<file path="src/rtl/nano4k_flash_burst_reader_pkg.sv">
// Shared definitions for the nano4k flash burst reader: flash command codes,
// boot-reset timing and the sequencer state encoding.
package nano4k_flash_burst_reader_pkg;

  localparam logic [7:0] CMD_READ  = 8'h03;
  localparam logic [7:0] CMD_FREAD = 8'h0B;
  localparam logic [7:0] CMD_RSTEN = 8'h66;
  localparam logic [7:0] CMD_RST   = 8'h99;
  localparam logic [7:0] CMD_PP    = 8'h02;

  localparam int unsigned BOOT_WAIT_CYCLES = 64;

  typedef enum logic [3:0] {
    IDLE,
    ISSUE,
    STREAM,
    GAP_PAUSE,
    GAP_END,
    BOOT_START,
    BOOT_RSTEN,
    BOOT_GAP,
    BOOT_RST,
    BOOT_WAIT
  } burstState_t;

  function automatic logic [21:0] nextWordAddr(input logic [21:0] addr);
    return addr + 22'd4;
  endfunction

endpackage

</file>
<file path="src/rtl/nano4k_word_fifo.sv">
// First-word-fall-through word FIFO; push and pop may coincide, even when full.
module nano4k_word_fifo #(
  parameter int unsigned DEPTH = 4,
  parameter int unsigned WIDTH = 32,
  localparam int unsigned AW = $clog2(DEPTH)
) (
  input  logic             clk,
  input  logic             reset,
  input  logic             push,
  input  logic [WIDTH-1:0] pushData,
  input  logic             pop,
  output logic [WIDTH-1:0] headData,
  output logic             empty,
  output logic [AW:0]      count
);

  logic [WIDTH-1:0] mem [DEPTH];
  logic [AW-1:0]    wrPtr;
  logic [AW-1:0]    rdPtr;
  logic             doPop;

  assign empty    = (count == '0);
  assign doPop    = pop && !empty;
  assign headData = empty ? '0 : mem[rdPtr];

  always_ff @(posedge clk) begin
    if (push) mem[wrPtr] <= pushData;
  end

  always_ff @(posedge clk) begin
    if (reset) begin
      wrPtr <= '0;
      rdPtr <= '0;
      count <= '0;
    end else begin
      if (push)  wrPtr <= wrPtr + 1'b1;
      if (doPop) rdPtr <= rdPtr + 1'b1;
      case ({push, doPop})
        2'b10:   count <= count + 1'b1;
        2'b01:   count <= count - 1'b1;
        default: count <= count;
      endcase
    end
  end

endmodule

</file>
<file path="src/rtl/nano4k_flash_burst_reader.sv">
// Burst read sequencer for the nano4k SPI flash interface.
// FLASH_BOOT_RESET_EN: issue RSTEN/RST to the flash after reset before accepting requests.
module nano4k_flash_burst_reader
  import nano4k_flash_burst_reader_pkg::*;
#(
  parameter logic [7:0]  READ_CMD      = CMD_READ,
  parameter int unsigned FIFO_DEPTH    = 4,
  parameter int unsigned CS_GAP_CYCLES = 4,
  parameter int unsigned LEN_W         = 16
) (
  input  logic             interfaceClk,
  input  logic             reset,
  input  logic             reqValid,
  output logic             reqReady,
  input  logic [21:0]      reqAddress,
  input  logic [LEN_W-1:0] reqWords,
  output logic [31:0]      wordData,
  output logic             wordValid,
  input  logic             wordReady,
  output logic             busy,
  output logic             done,
  output logic             interfaceEnable_n,
  output logic [7:0]       fCommand,
  output logic [21:0]      fAddress,
  input  logic [7:0]       fData_RD,
  input  logic             RdDataValid
);

  localparam int unsigned CW = $clog2(FIFO_DEPTH) + 1;
  localparam logic [CW-1:0] PAUSE_LEVEL  = CW'(FIFO_DEPTH - 1);
  localparam logic [CW-1:0] RESUME_LEVEL = CW'(FIFO_DEPTH - 2);
  localparam logic [6:0]    GAP_LAST     = 7'(CS_GAP_CYCLES - 1);
  localparam logic [6:0]    BOOT_LAST    = 7'(BOOT_WAIT_CYCLES - 1);
`ifdef FLASH_BOOT_RESET_EN
  localparam burstState_t RESET_STATE = BOOT_START;
`else
  localparam burstState_t RESET_STATE = IDLE;
`endif

  burstState_t      state, stateNext;
  logic [2:0]       strobeSync;
  logic             byteEvent, streamByte;
  logic [1:0]       byteCnt;
  logic [23:0]      byteAcc;
  logic [21:0]      resumeAddr;
  logic [LEN_W-1:0] wordsLeft;
  logic [6:0]       gapCnt;
  logic             accept, lastWord;
  logic             fifoPush, fifoPop, fifoEmpty;
  logic [CW-1:0]    fifoCount, countAfterPush;

  assign byteEvent      = strobeSync[1] && !strobeSync[2];
  assign streamByte     = byteEvent && (state == STREAM);
  assign fifoPush       = streamByte && (byteCnt == 2'd3);
  assign fifoPop        = wordValid && wordReady;
  assign wordValid      = !fifoEmpty;
  assign accept         = reqValid && reqReady;
  assign lastWord       = (wordsLeft == LEN_W'(1));
  assign countAfterPush = fifoCount + CW'(1) - CW'(fifoPop);

  nano4k_word_fifo #(.DEPTH(FIFO_DEPTH), .WIDTH(32)) u_fifo (
    .clk      (interfaceClk),
    .reset    (reset),
    .push     (fifoPush),
    .pushData ({fData_RD, byteAcc}),
    .pop      (fifoPop),
    .headData (wordData),
    .empty    (fifoEmpty),
    .count    (fifoCount)
  );

  always_ff @(posedge interfaceClk) begin
    if (reset) state <= RESET_STATE;
    else       state <= stateNext;
  end

  always_comb begin
    stateNext         = state;
    reqReady          = 1'b0;
    busy              = 1'b1;
    interfaceEnable_n = 1'b1;
    fCommand          = READ_CMD;
    case (state)
      IDLE: begin
        reqReady = 1'b1;
        busy     = 1'b0;
        if (reqValid && reqWords != '0) stateNext = ISSUE;
      end
      ISSUE: begin
        interfaceEnable_n = 1'b0;
        stateNext         = STREAM;
      end
      STREAM: begin
        interfaceEnable_n = 1'b0;
        // the stream cannot stall, so stop while one slot of margin remains
        if (fifoPush) begin
          if (lastWord)                           stateNext = GAP_END;
          else if (countAfterPush >= PAUSE_LEVEL) stateNext = GAP_PAUSE;
        end
      end
      GAP_PAUSE: if (gapCnt >= GAP_LAST && fifoCount <= RESUME_LEVEL) stateNext = ISSUE;
      GAP_END:   if (gapCnt >= GAP_LAST) stateNext = IDLE;
      BOOT_START: stateNext = BOOT_RSTEN;
      BOOT_RSTEN: begin
        interfaceEnable_n = 1'b0;
        fCommand          = CMD_RSTEN;
        stateNext         = BOOT_GAP;
      end
      BOOT_GAP: if (gapCnt >= GAP_LAST) stateNext = BOOT_RST;
      BOOT_RST: begin
        interfaceEnable_n = 1'b0;
        fCommand          = CMD_RST;
        stateNext         = BOOT_WAIT;
      end
      BOOT_WAIT: if (gapCnt >= BOOT_LAST) stateNext = IDLE;
      default:   stateNext = IDLE;
    endcase
  end

  always_ff @(posedge interfaceClk) begin
    if (reset) begin
      strobeSync <= '0;
      byteCnt    <= '0;
      byteAcc    <= '0;
      resumeAddr <= '0;
      wordsLeft  <= '0;
      gapCnt     <= '0;
      fAddress   <= '0;
      done       <= 1'b0;
    end else begin
      strobeSync <= {strobeSync[1:0], RdDataValid};
      done       <= (accept && reqWords == '0) || (fifoPush && lastWord);

      if (accept) begin
        resumeAddr <= reqAddress;
        wordsLeft  <= reqWords;
      end else if (fifoPush) begin
        resumeAddr <= nextWordAddr(resumeAddr);
        wordsLeft  <= wordsLeft - LEN_W'(1);
      end

      if (streamByte) begin
        byteCnt <= byteCnt + 2'd1;
        case (byteCnt)
          2'd0:    byteAcc[7:0]   <= fData_RD;
          2'd1:    byteAcc[15:8]  <= fData_RD;
          2'd2:    byteAcc[23:16] <= fData_RD;
          default: byteAcc        <= byteAcc;
        endcase
      end else if (state != STREAM) begin
        byteCnt <= '0;
      end

      if (state != stateNext)  gapCnt <= '0;
      else if (gapCnt != '1)   gapCnt <= gapCnt + 7'd1;

      if (stateNext == ISSUE && state != ISSUE)
        fAddress <= (state == IDLE) ? reqAddress : resumeAddr;
    end
  end

endmodule

</file>
<file path="config.mk">
export PLATFORM = sky130hd
export DESIGN_NAME = nano4k_flash_burst_reader
export DESIGN_NICKNAME = d
export VERILOG_FILES = /design/src/rtl/nano4k_flash_burst_reader_pkg.sv /design/src/rtl/nano4k_word_fifo.sv /design/src/rtl/nano4k_flash_burst_reader.sv
export SDC_FILE = /design/constraint.sdc
export NUM_CORES = 1
export LEC_CHECK = 0
export CORE_MARGIN = 2
export CORE_UTILIZATION = 30
export CTS_CLUSTER_DIAMETER = 200
export DETAILED_ROUTE_END_ITERATION = 12
export PLACE_DENSITY = 0.55
export SLEW_MARGIN = 20
export SYNTH_ARGS = -nofsm -noshare
export SYNTH_HDL_FRONTEND = slang
export SYNTH_SLANG_ARGS = --single-unit
export TNS_END_PERCENT = 1
</file>
<file path="constraint.sdc">
create_clock -name interfaceClk -period 2.5 [get_ports interfaceClk]
set_input_delay 0.5 -clock interfaceClk [delete_from_list [all_inputs] [get_ports interfaceClk]]
set_output_delay 0.5 -clock interfaceClk [all_outputs]
set_load 0.05 [all_outputs]
</file>
Yosys cells after proc, flatten, opt, wreduce, memory -nomap -nowiden
Memory sizes are Yosys's and may differ from the RTL's. A register that Yosys moved wholly into a read port is not among the register bits.
Index checks and enable logic that the tools add are counted.
Widths: inputs -> output; s select.

word-level totals
  word-level logic and storage cells = 101
  ROM bits = 0
  output and inout bits = 67
  RAM bits = 128
  memories kept = 1
  latch bits = 0
  bits in registers = 108

cells by class
  bitwise operators = 0
  reductions and logical operators = 27
  eq/ne operators = 20
  $lt $le $gt $ge = 4
  add/subtract/negate cells = 9
  div/mod/pow operators = 0
  multiplexer cells = 26
  shift operators = 0
  $mul = 0

memory list
  memory      words  width  read ports  clocked after memory_dff  write ports  line                    RTL
  u_fifo.mem  4      32     1           1                         1            nano4k_word_fifo.sv:17  logic [WIDTH-1:0] mem [DEPTH];

operator list
  operator               number
  $mux 22                3
  $pmux 4 s10            1
  $mux 16                2
  $mux 32                1
  $mux 4                 8
  $add 22x3->22 const B  1
  $eq 16x1->1 const B    1
  $eq 4x3->1 const B     4
  $logic_not 16->1       1
  $pmux 8 s2             1
  $reduce_bool 16->1     1
  $sub 16x1->16 const B  1
  $logic_and 1x1->1      11
  $eq 4x1->1 const B     2
  $eq 4x2->1 const B     2
  $eq 4x4->1 const B     2
  $mux 2                 4
  $add 7x1->7 const B    1
  $ge 7x2->1 const B     1
  $ge 7x6->1 const B     1
  $ne 7x7->1 const B     1
  $add 2x1->2 const B    3
  $eq 2x2->1 const B     3
  $pmux 3 s2             1
  other kinds (19)       29

Logic depth before layout (Yosys ltp)
Gate-level depths: netlist of run 1.

  depth in word-level cells = 11
  mapped depth = 12
  gate-level depth less buffers = 11

Modules after synthesis
From an unflattened synthesis of run 1, not the netlist that was laid out.

second synthesis, totals
  cells, all modules = 857
  area, all modules = 10314.9 um^2

modules (own cells, without submodules)
  module                     area an instance (um^2)  times used  cells each
  nano4k_word_fifo           5283.8                   1           251
  nano4k_flash_burst_reader  5031.1                   1           606

Worst setup path before layout of run 1
OpenSTA, ideal clock, no wires.

  path type = reg2out
  start = register state[3]
  end = output port fCommand[1]
  buffers on the path = 2
  setup slack = -0.296 ns
  data arrival time = 2.296 ns
  required time = 2.000 ns
  stages on the path, launching flop included = 6
  cells stage by stage = dfxtp_1 -> buf_2 -> or3b_2 -> clkbuf_1 -> nor2_1 -> inv_1

between the ends
  cells in the longest elaborated chain, start to end = 2

RTL lines
  what                                      line                             RTL
  start: declaration                        nano4k_flash_burst_reader.sv:40  burstState_t state, stateNext;
  start signal: assignment                  nano4k_flash_burst_reader.sv:74  else state <= stateNext;
  $eq 4x4->1 or $eq 4x3->1 (tied branches)  nano4k_flash_burst_reader.sv:83  case (state)
  $pmux 8 s2 *                              nano4k_flash_burst_reader.sv:83
  end: declaration                          nano4k_flash_burst_reader.sv:23  output logic [7:0] fCommand,

Every way passes the cells marked *; elsewhere a longest branch is shown, timed or not.

Worst setup path after layout of run 1
  start = register u_fifo.count[0]
  end = register fAddress[19]

between the ends
  cells in the longest elaborated chain, start to end = 11

RTL lines
  what                                                                 line                              RTL
  start: declaration                                                   nano4k_word_fifo.sv:14            output logic [AW:0] count
  start signal: assignment                                             nano4k_word_fifo.sv:39            2'b10: count <= count + 1'b1;
  start signal: assignment                                             nano4k_word_fifo.sv:40            2'b01: count <= count - 1'b1;
  start signal: assignment                                             nano4k_word_fifo.sv:41            default: count <= count;
  parallel branches: the longest is 8 deep, another holds $add 3x1->3  --
  $pmux 4 s10 *                                                        nano4k_flash_burst_reader.sv:83
  $eq 4x1->1 *                                                         nano4k_flash_burst_reader.sv:157  if (stateNext == ISSUE && state != ISSUE)
  $logic_and 1x1->1 *                                                  nano4k_flash_burst_reader.sv:157
  end signal: assignment                                               nano4k_flash_burst_reader.sv:158  fAddress <= (state == IDLE) ? reqAddress : resumeAddr;
  end: declaration                                                     nano4k_flash_burst_reader.sv:24   output logic [21:0] fAddress,

Every way passes the cells marked *.
A chain may end at the register's enable or synchronous reset.

==> results.py, run 1 <==
metrics = {
    "logic_synthesis": {
        "yosysWarnings": 0,
        "post-synth-top-area-fraction_pct": 36.1,
        "syn-num-nets": 981,
        "synth_flop_cell": "edfxtp_1",
        "ys_types": 70,
        "synth_compound_area_share_pct": 9.31,
        "synth_most_common_cell": "edfxtp_1",
        "yosysTopAreaCell": "edfxtp_1",
        "synth_xor_area_share_pct": 1.61,
        "yosys-top-cells-count": "128 x edfxtp_1, 110 x dfxtp_1, 100 x nand2_1, 71 x a21oi_1, 52 x nor2_1",
        "async_reset_ff_share_pct": 0,
        "synth-edff-count": 128,
        "synthAdderAreaFrac_pct": 2.23,
        "netlist_top_cells_area": "edfxtp_1 36%, dfxtp_1 21%, mux4_2 6.8%, nand2_1 3.5%, a21oi_1 3.3%",
        "synthSimpleGateAreaFrac_pct": 16.0,
        "synth_area_um2": 10700,
        "synthMuxAreaShare_pct": 10.8,
        "postSynthAreaPerCell_um2": 11.7,
        "ys_ff_latch": 238,
        "synth_top_family_by_area": "simple AND/OR/NAND/NOR gates",
        "syn_inst": 911,
        "yosysSeqAreaShare_pct": 56.7,
    },
    "placement": {
        "hpwl_um": 16600,
        "post-place-ws_ns": -0.750,
        "io_buffers": 117,
        "gp_congestion": 0.775,
        "placed_area_um2": 13000,
    },
    "floorplan": {
        "rows": 69,
        "die_w_um": 192,
        "dieHeight_um": 192,
        "initial_utilization_pct": 30.2,
        "core_area_um2": 35300,
        "dieArea_um2": 37000,
        "ioPinCount": 118,
    },
    "setup_path": {
        "crit_slowest_cell": "dfxtp_2",
        "slowest_delay_ns": 0.32,
        "crit_chain": "inv_2 -> ha_4 -> nand2b_4 -> and2_4 -> ha_4 -> ha_4 -> xnor3_1 -> o21a_1 -> a211oi_4 -> o311ai_4 -> buf_12 -> buf_12 -> mux2_4",
        "path_buf_inv": 3,
        "path_common_cell": "ha_4",
        "crit_required_ns": 2.92,
        "critPathTopFamily": "compound AO/OA/AOI/OAI gates",
        "startpoint_type": "flip-flop",
        "path_class": "flip-flop to flip-flop",
        "crit_path_end_kind": "flip-flop",
        "cp_max_fo": 6,
        "cp.arrival_ns": 2.97,
    },
    "routing": {
        "routed-wl-met3_um": 1680,
        "drt_iter0_drc": 538,
        "post_drt_wl_per_cell_um": 17.3,
        "first_pass_iters": 4,
        "ant_nets": 0,
        "met1_length_um": 11500,
        "viasPerCell": 4.92,
        "wl_um": 26700,
        "highest_layer": "met5",
        "remaining_drc_errors": 0,
        "num_vias": 7589,
        "wl_met2_um": 12900,
    },
    "pwr": {
        "power_density_nw_per_um2": 753,
        "p_clk_share_pct": 35.8,
        "ir_worst_vdd_v": 0.000502,
        "p_leak_nw": 5.03,
        "combinationalPowerShare_pct": 24.3,
        "internal_power_mw": 7.72,
        "swShare_pct": 28.2,
        "switchingPower_mw": 3.04,
        "seqPwrFrac_pct": 40.0,
    },
    "finish": {
        "final_cell_area_um2": 14300,
        "multiInputGateArea_um2": 4440,
        "fin_nets": 1132,
        "n_antenna_cell": 0,
        "layout-drive-gt1-share_pct": 25.0,
        "syn_to_final_growth_pct": 33.9,
        "nFillCells": 3339,
        "regArea_um2": 6050,
    },
    "global_routing": {
        "grt_antenna_before_repair": 2,
        "grt_start_max_net_pins": 67,
        "grt_use_total_pct": 14.4,
        "grt_pass1_wl_um": 41700,
        "overflow": 0,
        "grt_pass1_vias": 7432,
    },
    "timing": {
        "fin_tns_setup_ns": -0.638,
        "maxSlewViolCount": 0,
        "hold_viol": 0,
        "slew-limit-headroom_pct": 49.3,
        "tightest_slew_ns": 0.754,
        "rsz0062_at_grt": "true",
        "hold_slack_ns": 0.440,
        "setup_viol": 34,
        "fin_ws_ns": -0.0432,
        "clock.fmax_mhz": 393,
        "post-route-min-period_ns": 2.54,
        "fin_crit_sh_pct": 102,
        "finalClockSkew_ns": 0.0139,
    },
    "clock_network": {
        "cts_buffer_depth": 3,
        "cts.sinks": 238,
        "cts_htree_levels": 1,
        "clk_latency_ns": 0.54,
        "cts-root-buf": "clkbuf_16",
        "holdBufCountCts": 0,
        "cts_buffers": 27,
        "clkSlewWorstSetupHoldPaths_ns": 0.06,
        "cts_tree": "yes",
    },
    "hold_path": {
        "min_path_type": "flip-flop to flip-flop",
    },
    "run_status": {
        "status": "complete, but fails checks",
        "failed_checks": "setup timing",
    },
    "run": {
        "max_cap_viol_count": 0,
    },
}
## final timing paths
check	startpoint	endpoint	slack [ns]	cells past startpoint
max reg2reg	u_fifo.count[0]	fAddress[19]	-0.04	13
min	strobeSync[0]	strobeSync[1]	0.44	1
min reg2reg	strobeSync[0]	strobeSync[1]	0.44	1
max	u_fifo.count[0]	fAddress[19]	-0.04	13
## logic make-up (layout without fill, tap and decap cells)
group | Yosys count | in the layout
XOR/XNOR | 18 | 18
AO/OA/AOI/OAI | 157 | 157
AND/OR/NAND/NOR | 332 | 332
buffers and inverters | 82 | 254
multiplexers | 65 | 65
flip-flops | 238 | 238
adder cells (fa/ha/maj) | 19 | 19
## stage by stage
step	utilization (%)	power, mW	std cells
2_1_floorplan	-	5.69	911
3_3_place_gp	36.8	6.70	1485
3_5_place_dp	36.8	6.72	1485
4_1_cts	40.4	10.9	1544
5_1_grt	40.4	11.2	1544
6_report	40.4	10.8	1544
## layout make-up
class | count | share of cell area, %
Sequential cell | 238 | 42.4
Multi-Input combinational cell | 591 | 31.1
Timing Repair Buffer | 182 | 15.7
Clock buffer | 40 | 5.43
Tap cell | 461 | 4.04
Clock inverter | 10 | 0.692
Inverter | 22 | 0.578
## timing repair
| item | 4_1_cts | 5_1_grt |
|---|---|---|
| resized for setup | 58 | 10 |
| setup buffers | 3 | 1 |
| pin swaps | 6 | 6 |
| endpoints found under the setup margin | 67 | 64 |
| gates cloned | 6 | 0 |
| endpoints found under the hold margin | 0 | 0 |
## flip-flops by register name, indices dropped and copies added (netlist names), named ones only
register	count
resumeAddr	22
fAddress	22
u_fifo.rdPtr	2
byteCnt	2
state	4
byteAcc	24
u_fifo.mem	128
strobeSync	3
done	1
wordsLeft	16
u_fifo.count	3
gapCnt	7
u_fifo.wrPtr	2
## routing by layer
metal | global-route usage (%) | up-vias
met4 | 3.76 | 2
met1 | 18.1 | 3681
met2 | 24.8 | 189
met3 | 3.47 | 44
li1 | - | 3673
met5 | 0 | -
## cells in the final DEF, fill, tap and decap left out, types with 5 or more instances in the layout
cell type	netlist	routed
edfxtp_1	128	128
buf_12	0	47
or3_1	5	5
buf_4	4	55
nand3_1	39	39
xor2_1	9	9
inv_1	21	19
clkbuf_8	0	5
mux2i_1	9	9
nand2_1	100	100
ha_1	19	16
nand4_1	9	9
nor2_1	52	49
mux2_4	20	22
dfxtp_1	110	106
a21oi_1	71	71
clkbuf_16	0	27
clkbuf_1	40	8
and3_1	5	5
and2_1	40	7
a31oi_1	22	22
a32oi_1	5	5
a211oi_1	10	9
nor2b_1	28	28
clkdlybuf4s50_1	0	72
and2_4	0	33
nor3_1	12	12
nor4_1	16	13
mux4_2	32	32
xnor2_1	8	8
nand4b_1	5	5
buf_16	0	5
o21ai_0	18	18
## power by group through the flow
stage	clock network, mW	logic, mW	registers, mW
6_report	3.85	2.61	4.30
5_1_grt	4.13	2.76	4.31
4_1_cts	3.97	2.63	4.29
3_5_place_dp	0	2.36	4.36
3_3_place_gp	0	2.35	4.36
2_1_floorplan	0	1.25	4.44
No activity file was read; power rests on OpenSTA's default activity.
==> run 2: changes to the inputs <==
--- a/config.mk
+++ b/config.mk
@@ -5,6 +5,7 @@
 export SDC_FILE = /design/constraint.sdc
 export NUM_CORES = 1
 export LEC_CHECK = 0
+export ABC_CLOCK_PERIOD_IN_PS = 2500
 export CORE_MARGIN = 2
 export CORE_UTILIZATION = 30
 export CTS_CLUSTER_DIAMETER = 200
==> results of run 2 <==
Same layout as run 1: the final DEF is identical, and so are final timing and power.
